<file path="config.mk">
export PLATFORM = sky130hd
export DESIGN_NAME = instr_fetch_unit
export DESIGN_NICKNAME = d
export VERILOG_FILES = /design/src/rtl/instr_fetch_unit_pkg.sv /design/src/rtl/pc_next_sel.sv /design/src/rtl/instr_fetch_unit.sv
export SDC_FILE = /design/constraint.sdc
export NUM_CORES = 1
export LEC_CHECK = 0
export CAP_MARGIN = 20
export CELL_PAD_IN_SITES_DETAIL_PLACEMENT = 1
export CELL_PAD_IN_SITES_GLOBAL_PLACEMENT = 1
export CORE_ASPECT_RATIO = 0.75
export CORE_UTILIZATION = 28
export CTS_BUF_LIST = sky130_fd_sc_hd__clkbuf_16
export DETAILED_ROUTE_END_ITERATION = 12
export MAX_ROUTING_LAYER = met4
export PLACE_DENSITY_LB_ADDON = 0.1
export SYNTH_ARGS = -nofsm -noshare
export SYNTH_HDL_FRONTEND = slang
export SYNTH_SLANG_ARGS = --single-unit
export TNS_END_PERCENT = 100
</file>
<file path="constraint.sdc">
create_clock -name clk -period 1.78 [get_ports clk]
set_input_delay 0.267 -clock clk [delete_from_list [all_inputs] [get_ports clk]]
set_output_delay 0.267 -clock clk [all_outputs]
set_load 0.02 [all_outputs]
</file>
<file path="src/rtl/instr_fetch_unit_pkg.sv">
// Shared definitions for the instruction fetch unit.
//   fetch_state_e    : FSM states (FETCH issues a memory request, ISSUE presents
//                      the fetched instruction until it is consumed)
//   NOP_WORD         : instruction word presented after reset
//   DEFAULT_RESET_PC : default PC loaded on reset
//   align4()         : clears the two low address bits of a target
package instr_fetch_unit_pkg;

    typedef enum logic {
        FETCH = 1'b0,
        ISSUE = 1'b1
    } fetch_state_e;

    localparam logic [31:0] NOP_WORD         = 32'h0000_0000;
    localparam logic [31:0] DEFAULT_RESET_PC = 32'h0000_0000;

    function automatic logic [31:0] align4(input logic [31:0] addr);
        return {addr[31:2], 2'b00};
    endfunction

endpackage

</file>
<file path="src/rtl/pc_next_sel.sv">
// Next-PC selection for the fetch unit (purely combinational).
//   jump, jump_target       : jump redirect, highest priority
//   branch_taken, branch_target : taken-branch redirect
//   pc_plus4                : fall-through address
//   next_pc                 : selected address with bits [1:0] cleared
module pc_next_sel
    import instr_fetch_unit_pkg::*;
(
    input  logic        jump,
    input  logic [31:0] jump_target,
    input  logic        branch_taken,
    input  logic [31:0] branch_target,
    input  logic [31:0] pc_plus4,
    output logic [31:0] next_pc
);

    always_comb begin
        next_pc = pc_plus4;
        if (jump)
            next_pc = jump_target;
        else if (branch_taken)
            next_pc = branch_target;
        // Targets come straight from the datapath; never let a misaligned
        // address reach the PC.
        next_pc = align4(next_pc);
    end

endmodule

</file>
<file path="src/rtl/instr_fetch_unit.sv">
// Instruction fetch unit for the MIPS core. Holds the PC, fetches one
// instruction at a time over a req/ack memory handshake (any number of wait
// states) and presents it with PC+4 until downstream consumes it. The
// jump/branch decision for the presented instruction selects the next PC.
//   clk, rst                  : clock, synchronous active-high reset
//   imem_addr/req/rdata/ack   : instruction memory handshake
//   stall                     : downstream not ready, hold the current instruction
//   jump/jump_target          : jump redirect for the issuing instruction
//   branch_taken/branch_target: branch redirect for the issuing instruction
//   instr, pc_plus4, instr_valid : issued instruction (registered)
//   instr_count               : instructions consumed since reset (wraps)
module instr_fetch_unit
    import instr_fetch_unit_pkg::*;
#(
    parameter logic [31:0] RESET_PC = DEFAULT_RESET_PC,
    parameter int          CNT_W    = 32
) (
    input  logic             clk,
    input  logic             rst,
    output logic [31:0]      imem_addr,
    output logic             imem_req,
    input  logic [31:0]      imem_rdata,
    input  logic             imem_ack,
    input  logic             stall,
    input  logic             jump,
    input  logic [31:0]      jump_target,
    input  logic             branch_taken,
    input  logic [31:0]      branch_target,
    output logic [31:0]      instr,
    output logic [31:0]      pc_plus4,
    output logic             instr_valid,
    output logic [CNT_W-1:0] instr_count
);

    fetch_state_e state, state_nxt;
    logic [31:0]  pc;
    logic [31:0]  next_pc;

    pc_next_sel u_pc_next_sel (
        .jump          (jump),
        .jump_target   (jump_target),
        .branch_taken  (branch_taken),
        .branch_target (branch_target),
        .pc_plus4      (pc_plus4),
        .next_pc       (next_pc)
    );

    // Request and address decode straight from state/pc so memory can answer
    // in the same cycle the request appears.
    assign imem_addr = pc;

    always_comb begin
        state_nxt = state;
        imem_req  = 1'b0;
        case (state)
            FETCH: begin
                imem_req = 1'b1;
                if (imem_ack)
                    state_nxt = ISSUE;
            end
            ISSUE: begin
                if (!stall)
                    state_nxt = FETCH;
            end
            default: state_nxt = FETCH;
        endcase
    end

    always_ff @(posedge clk) begin
        if (rst) begin
            state <= FETCH;
        end else begin
            state <= state_nxt;
        end
    end

    always_ff @(posedge clk) begin
        if (rst) begin
            pc          <= align4(RESET_PC);
            instr       <= NOP_WORD;
            pc_plus4    <= 32'h0;
            instr_valid <= 1'b0;
            instr_count <= '0;
        end else begin
            case (state)
                FETCH: begin
                    // rdata is only meaningful in the ack cycle.
                    if (imem_ack) begin
                        instr       <= imem_rdata;
                        pc_plus4    <= pc + 32'd4;
                        instr_valid <= 1'b1;
                    end
                end
                ISSUE: begin
                    // Redirect inputs belong to the issuing instruction, so
                    // they only matter on the consume cycle.
                    if (!stall) begin
                        pc          <= next_pc;
                        instr_valid <= 1'b0;
                        instr_count <= instr_count + CNT_W'(1);
                    end
                end
                default: ;
            endcase
        end
    end

endmodule
</file>
After elaboration in Yosys (flattened, before gate mapping)
Cells that the tools add are included.
{ "totals": {"ff_bits": 128, "out_inout_bits": 130} }
{ "op_classes": {"n_addsub": 2, "eq_ne": 2, "mux": 9, "bitwise_logic": 2, "n_reduce_logical": 3} }
{ "ops": {"columns": ["op", "count"], "rows": [
  ["32-bit two-way mux", 2],
  ["32-bit by 1-bit adder with 32-bit output, second input constant", 1],
  ["32-bit by 3-bit adder with 32-bit output, second input constant", 1],
  ["2-bit AND reduction", 3],
  ["1-bit two-way mux", 5],
  ["2-bit != test, second input constant", 2],
  ["1-bit case mux with 2 select lines", 2],
  ["1-bit NOT", 2]
]} }

Logic depth before layout (Yosys ltp)
{ "logic_depth": {"depth_word": 3, "ltp_mapped": 7} }

Modules after synthesis
A second synthesis with hierarchy kept.
{ "hier_totals": {"cells_unflattened": 780, "hier_area_um2": 6152.2} }
{ "modules_own_cells": {"columns": ["mod", "n_inst", "cells_per_inst", "area_per_inst_um2", "seq_area_each_um2"], "rows": [
  ["instr_fetch_unit", 1, 676, 5465.2, 2602.5],
  ["pc_next_sel", 1, 104, 686.9, 0.0]
]} }

Worst setup path before layout
OpenSTA, ideal clock, no wires.
{ "synth_timing": {"path_type": "reg2reg", "startpoint": "register pc[11], in the netlist imem_addr[11]", "endpoint": "register pc_plus4[30]", "t_arrival_ns": 2.053, "setup_slack_ns": -0.364, "path_stages_with_launch": 6, "n_path_buf": 1, "path_cell_list": "dfxtp_1 > nand4_2 > or4_1 > buf_2 > or4_1 > a311oi_1"} }
{ "synth_between": {"elab_chain_len": 1} }
{ "synth_lines": {"columns": ["element", "line", "rtl"], "rows": [
  ["from (decl)", "instr_fetch_unit.sv:36", "logic [31:0] pc;"],
  ["from (signal assigned)", "instr_fetch_unit.sv:79", "pc <= align4(RESET_PC);"],
  ["from (signal assigned)", "instr_fetch_unit.sv:98", "pc <= next_pc;"],
  ["32-bit by 3-bit adder with 32-bit output", "instr_fetch_unit.sv:90", "pc_plus4 <= pc + 32'd4;"],
  ["to (signal assigned)", "instr_fetch_unit.sv:90", null],
  ["to (decl)", "instr_fetch_unit.sv:30", "output logic [31:0] pc_plus4,"]
]} }
No other way between the ends.
A chain may end at the register's enable or synchronous reset.

Worst setup path after layout
{ "layout_timing": {"startpoint": "register pc[10], in the netlist imem_addr[10]", "endpoint": "register pc_plus4[27]"} }
The elaborated chain is that of the path after synthesis.

==> flow_summary_export.csv <==
group,metric,value,unit
status,outcome,"complete, but fails checks",
status,violations,"negative setup slack",
global_route,grt_max_degree,61,
floorplan,dieArea,0.0220,mm^2
floorplan,row_count,45,
timing,fmax,493,MHz
detailed_routing,wirelength,22300,um
timing,finalSetupTns,-2.27,ns
hold_path,worstHoldEndpoint,"instr[19]$_SDFFE_PP0P_",
logic_synthesis,synth_area_leaders,"dfxtp_1, nand2_1, a21oi_1, mux2i_1, or4_1",
global_route,antenna_found_initial,0,
pwr,p_seq_share,39.0,%
detailed_routing,drtIter0Drc,237,
pwr,ir_drop,0.585,mV
worst_setup_path,crit_arrival,2.32,ns
timing,max_slew_margin,56.1,%
placement,port_buffers,223,
pwr,p_int,5.73,mW
timing,final-hold-violation-count,0,
global_route,track_usage,21.0,%
timing,finalMaxSlewViolations,0,
worst_setup_path,crit_slowest_cell,"or4_4",
logic_synthesis,synthXorXnorAreaFrac,3.22,%
timing,fin_skew,0.00865,ns
timing,setup_slack,-0.248,ns
logic_synthesis,synth_cells,768,
detailed_routing,ant_nets,0,
worst_setup_path,cpPeakStageDelay,0.61,ns
worst_setup_path,path_cells,"nand4_4 > or4_4 > bufbuf_16 > buf_4 > o31ai_4 > a311oi_1",
clocking,cts.sinks,126,
worst_setup_path,path_buf_inv,2,
timing,worst_pin_slew,0.658,ns
cells_and_area,multi_input_area,0.00339,mm^2
logic_synthesis,synthesis.area,0.00598,mm^2
detailed_routing,drtPass1Iterations,4,
logic_synthesis,synth_top_family_by_area,"simple AND/OR/NAND/NOR gates",
pwr,combPwrFrac,15.5,%
global_route,gr-total-overflow,0,
job,maxCapViolations,0,
detailed_routing,post_drt_wl_per_cell,16.7,um
placement,place_area,0.00914,mm^2
detailed_routing,drcViolationCount,0,
floorplan,die_x,171,um
timing,timing.final.crit_share,114,%
floorplan,num_io_pins,232,
clocking,clk_pin_slew,0.06,ns
logic_synthesis,syn_area_per_cell,7.79,um^2
logic_synthesis,ys_types,42,
logic_synthesis,seq_area_frac_synth,42.2,%
floorplan,dieHeight,129,um
clocking,worst_skew_pair.late_latency,0.41,ns
detailed_routing,routed-via-count,6542,
placement,dp_slack,-0.297,ns
logic_synthesis,synth-simple-area-share,26.5,%
logic_synthesis,synth_fa_ha_area_share,0.418,%
worst_setup_path,reg2reg_depth,6,
pwr,power_switching,2.04,mW
clocking,cts_buffer_depth,2,
global_route,grt_pass1_vias,6554,
worst_setup_path,crit_family,"simple AND/OR/NAND/NOR gates",
logic_synthesis,synth-seq-cells,126,
cells_and_area,regArea,0.00257,mm^2
detailed_routing,viasPerCell,4.90,
worst_setup_path,crit_type,"flip-flop to flip-flop",
hold_path,hold_depth,2,
cells_and_area,diodes,0,
cells_and_area,final_net_count,1145,
cells_and_area,finalInstanceArea,0.0101,mm^2
worst_setup_path,end_kind,"flip-flop",
logic_synthesis,yosys_warnings,0,
worst_setup_path,r2r_start,"imem_addr[10]$_SDFFE_PP0P_",
cells_and_area,drive_above_1_share,17.9,%
logic_synthesis,synth_edf_count,0,
pwr,swShare,26.2,%
pwr,fin_total_pwr,7.77,mW
worst_setup_path,critPathLaunchType,"flip-flop",
hold_path,hp-start,"rst",
cells_and_area,fillers,2416,
cells_and_area,synthToLayoutAreaGrowth,68.8,%
cells_and_area,final_util,49.0,%
logic_synthesis,synth.mux.area_fraction,5.02,%
logic_synthesis,synth_compound_area_share,17.8,%
hold_path,min_path_type,"primary input to flip-flop",
logic_synthesis,netlist.area_leader.share,42.2,%
timing,rsz0062_at_grt,"true",
worst_setup_path,ff2ff_setup_slack,-0.25,ns
pwr,leakagePower,4.25,nW
worst_setup_path,r2r-end,"pc_plus4[27]$_SDFFE_PP0P_",
worst_setup_path,path_max_fanout,8,
worst_setup_path,cp.required,2.07,ns
floorplan,start_util,29.0,%
pwr,cellPowerDensity,769,mW/mm^2
logic_synthesis,yosys_most_used_dff,"dfxtp_1",
clocking,cts_tree,"done",
global_route,grt_first_pass_wirelength,35000,um
pwr,p_clk_share,45.5,%
placement,gp_congestion,0.786,
timing,setup_viol,16,
clocking,cts_buffers,17,
placement,dp_hpwl,15700,um
clocking,h-tree-depth,4,
timing,min_period,2.03,ns
logic_synthesis,synthArstFlopShare,0,%
logic_synthesis,synth_top_area_cell,"dfxtp_1",
floorplan,coreArea,0.0206,mm^2
clocking,cts-root-buf,"clkbuf_16",
-- flip-flops by register name (all words and copies together) (netlist names) --
name,count
instr_valid,1
instr,32
state,1
pc_plus4,30
instr_count,32
imem_addr,30
-- layout by cell type (no fill, tap or decap), types with 14 or more instances in the layout --
| master | count |
|---|---|
| or4_1 | 19 |
| nand2_1 | 180 |
| dfxtp_2 | 14 |
| nor2_1 | 45 |
| dlymetal6s2s_1 | 25 |
| nand3_1 | 21 |
| a21oi_1 | 85 |
| o31ai_1 | 22 |
| clkdlybuf4s50_1 | 167 |
| buf_4 | 78 |
| dfxtp_1 | 103 |
| nand4_1 | 19 |
| xor2_1 | 17 |
| clkbuf_16 | 17 |
| dlygate4sd2_1 | 28 |
| mux2i_1 | 30 |
| o21ai_0 | 34 |
-- worst register-to-register path, stage by stage, from the launching register on --
cell and delay (ns):
dfxtp_4 0.36, nand4_4 0.12, or4_4 0.61, bufbuf_16 0.31
buf_4 0.15, o31ai_4 0.24, a311oi_1 0.12
-- worst max-delay path by stage --
| stage | slack [ns] | endpoint | startpoint | depth (start not counted) |
|---|---|---|---|---|
| 6_report | -0.25 | pc_plus4[27]$_SDFFE_PP0P_ | imem_addr[10]$_SDFFE_PP0P_ | 6 |
| 5_1_grt | -0.28 | pc_plus4[22]$_SDFFE_PP0P_ | imem_addr[10]$_SDFFE_PP0P_ | 5 |
| 4_1_cts | -0.24 | pc_plus4[26]$_SDFFE_PP0P_ | imem_addr[10]$_SDFFE_PP0P_ | 5 |
| 3_5_place_dp | -0.30 | pc_plus4[25]$_SDFFE_PP0P_ | imem_addr[13]$_SDFFE_PP0P_ | 5 |
| 3_3_place_gp | -0.27 | pc_plus4[27]$_SDFFE_PP0P_ | imem_addr[13]$_SDFFE_PP0P_ | 5 |
| 2_1_floorplan | -0.17 | pc_plus4[31]$_SDFFE_PP0P_ | imem_addr[9]$_SDFFE_PP0P_ | 6 |
-- through the flow --
step | hold WS (ns) | std cells
2_1_floorplan | 0.403 | 771
3_3_place_gp | 0.442 | 1295
3_5_place_dp | 0.448 | 1295
4_1_cts | 0.370 | 1333
5_1_grt | 0.393 | 1336
6_report | 0.379 | 1336
-- final cells by class --
cell class | count | area share, %
well taps | 282 | 3.49
flip-flops and latches | 126 | 25.5
clock inverters | 15 | 1.67
inverters | 5 | 0.186
clock buffers | 17 | 4.21
multi-input cells | 573 | 33.6
repair buffers | 318 | 31.3
-- cell families after synthesis --
family	Yosys count
and+or+nand+nor	336
AOI/OAI and AO/OA	179
DFF	126
buffers and inverters	72
muxes	30
xor gates and xnor gates	22
adders and majority gates	2
other	1
-- cells in the mapped netlist, types with 3 or more instances --
| cell | n |
|---|---|
| o21ai_0 | 34 |
| a311oi_1 | 13 |
| nor2_1 | 45 |
| nand2_1 | 181 |
| inv_1 | 4 |
| nand3_1 | 21 |
| and2_1 | 3 |
| xnor2_1 | 5 |
| a211oi_1 | 12 |
| mux2i_1 | 30 |
| xor2_1 | 17 |
| nor4_1 | 5 |
| and3_1 | 6 |
| or4_1 | 27 |
| buf_2 | 4 |
| o31ai_1 | 25 |
| clkbuf_1 | 49 |
| buf_1 | 10 |
| or3_1 | 8 |
| nand4_1 | 19 |
| a21oi_1 | 85 |
| dfxtp_1 | 126 |
| o21ai_1 | 4 |
| buf_4 | 4 |
| and4_1 | 8 |
-- power groups by stage --
stage | sequential [mW] | clock [mW] | combinational, mW
floorplan | 3.22 | 0 | 0.392
CTS | 3.03 | 3.62 | 1.20
global route | 3.04 | 3.76 | 1.30
finish | 3.03 | 3.54 | 1.20
global placement | 3.09 | 0 | 1.19
detailed placement | 3.09 | 0 | 1.20
-- layer usage --
| metal | up-vias | share of wire [%] | track usage [%] | wire (um) |
|---|---|---|---|---|
| li1 | 3260 | - | - | - |
| met2 | 155 | 45 | 32.1 | 9960 |
| met4 | 0 | 1.3 | 5.51 | 296 |
| met1 | 3112 | 49 | 27.4 | 10900 |
| met3 | 15 | 5.4 | 5.29 | 1200 |
| met5 | - | 0 | - | 0 |
-- timing repair --
action | CTS | global route
cloned | 2 | 0
resized for setup | 44 | 55
endpoints found under the setup margin | 41 | 49
buffers inserted | 4 | 3
endpoints found under the hold margin | 0 | 0
pin swaps | 18 | 12
hold buffers | 0 | 0
(Power assumes the default switching activity.)
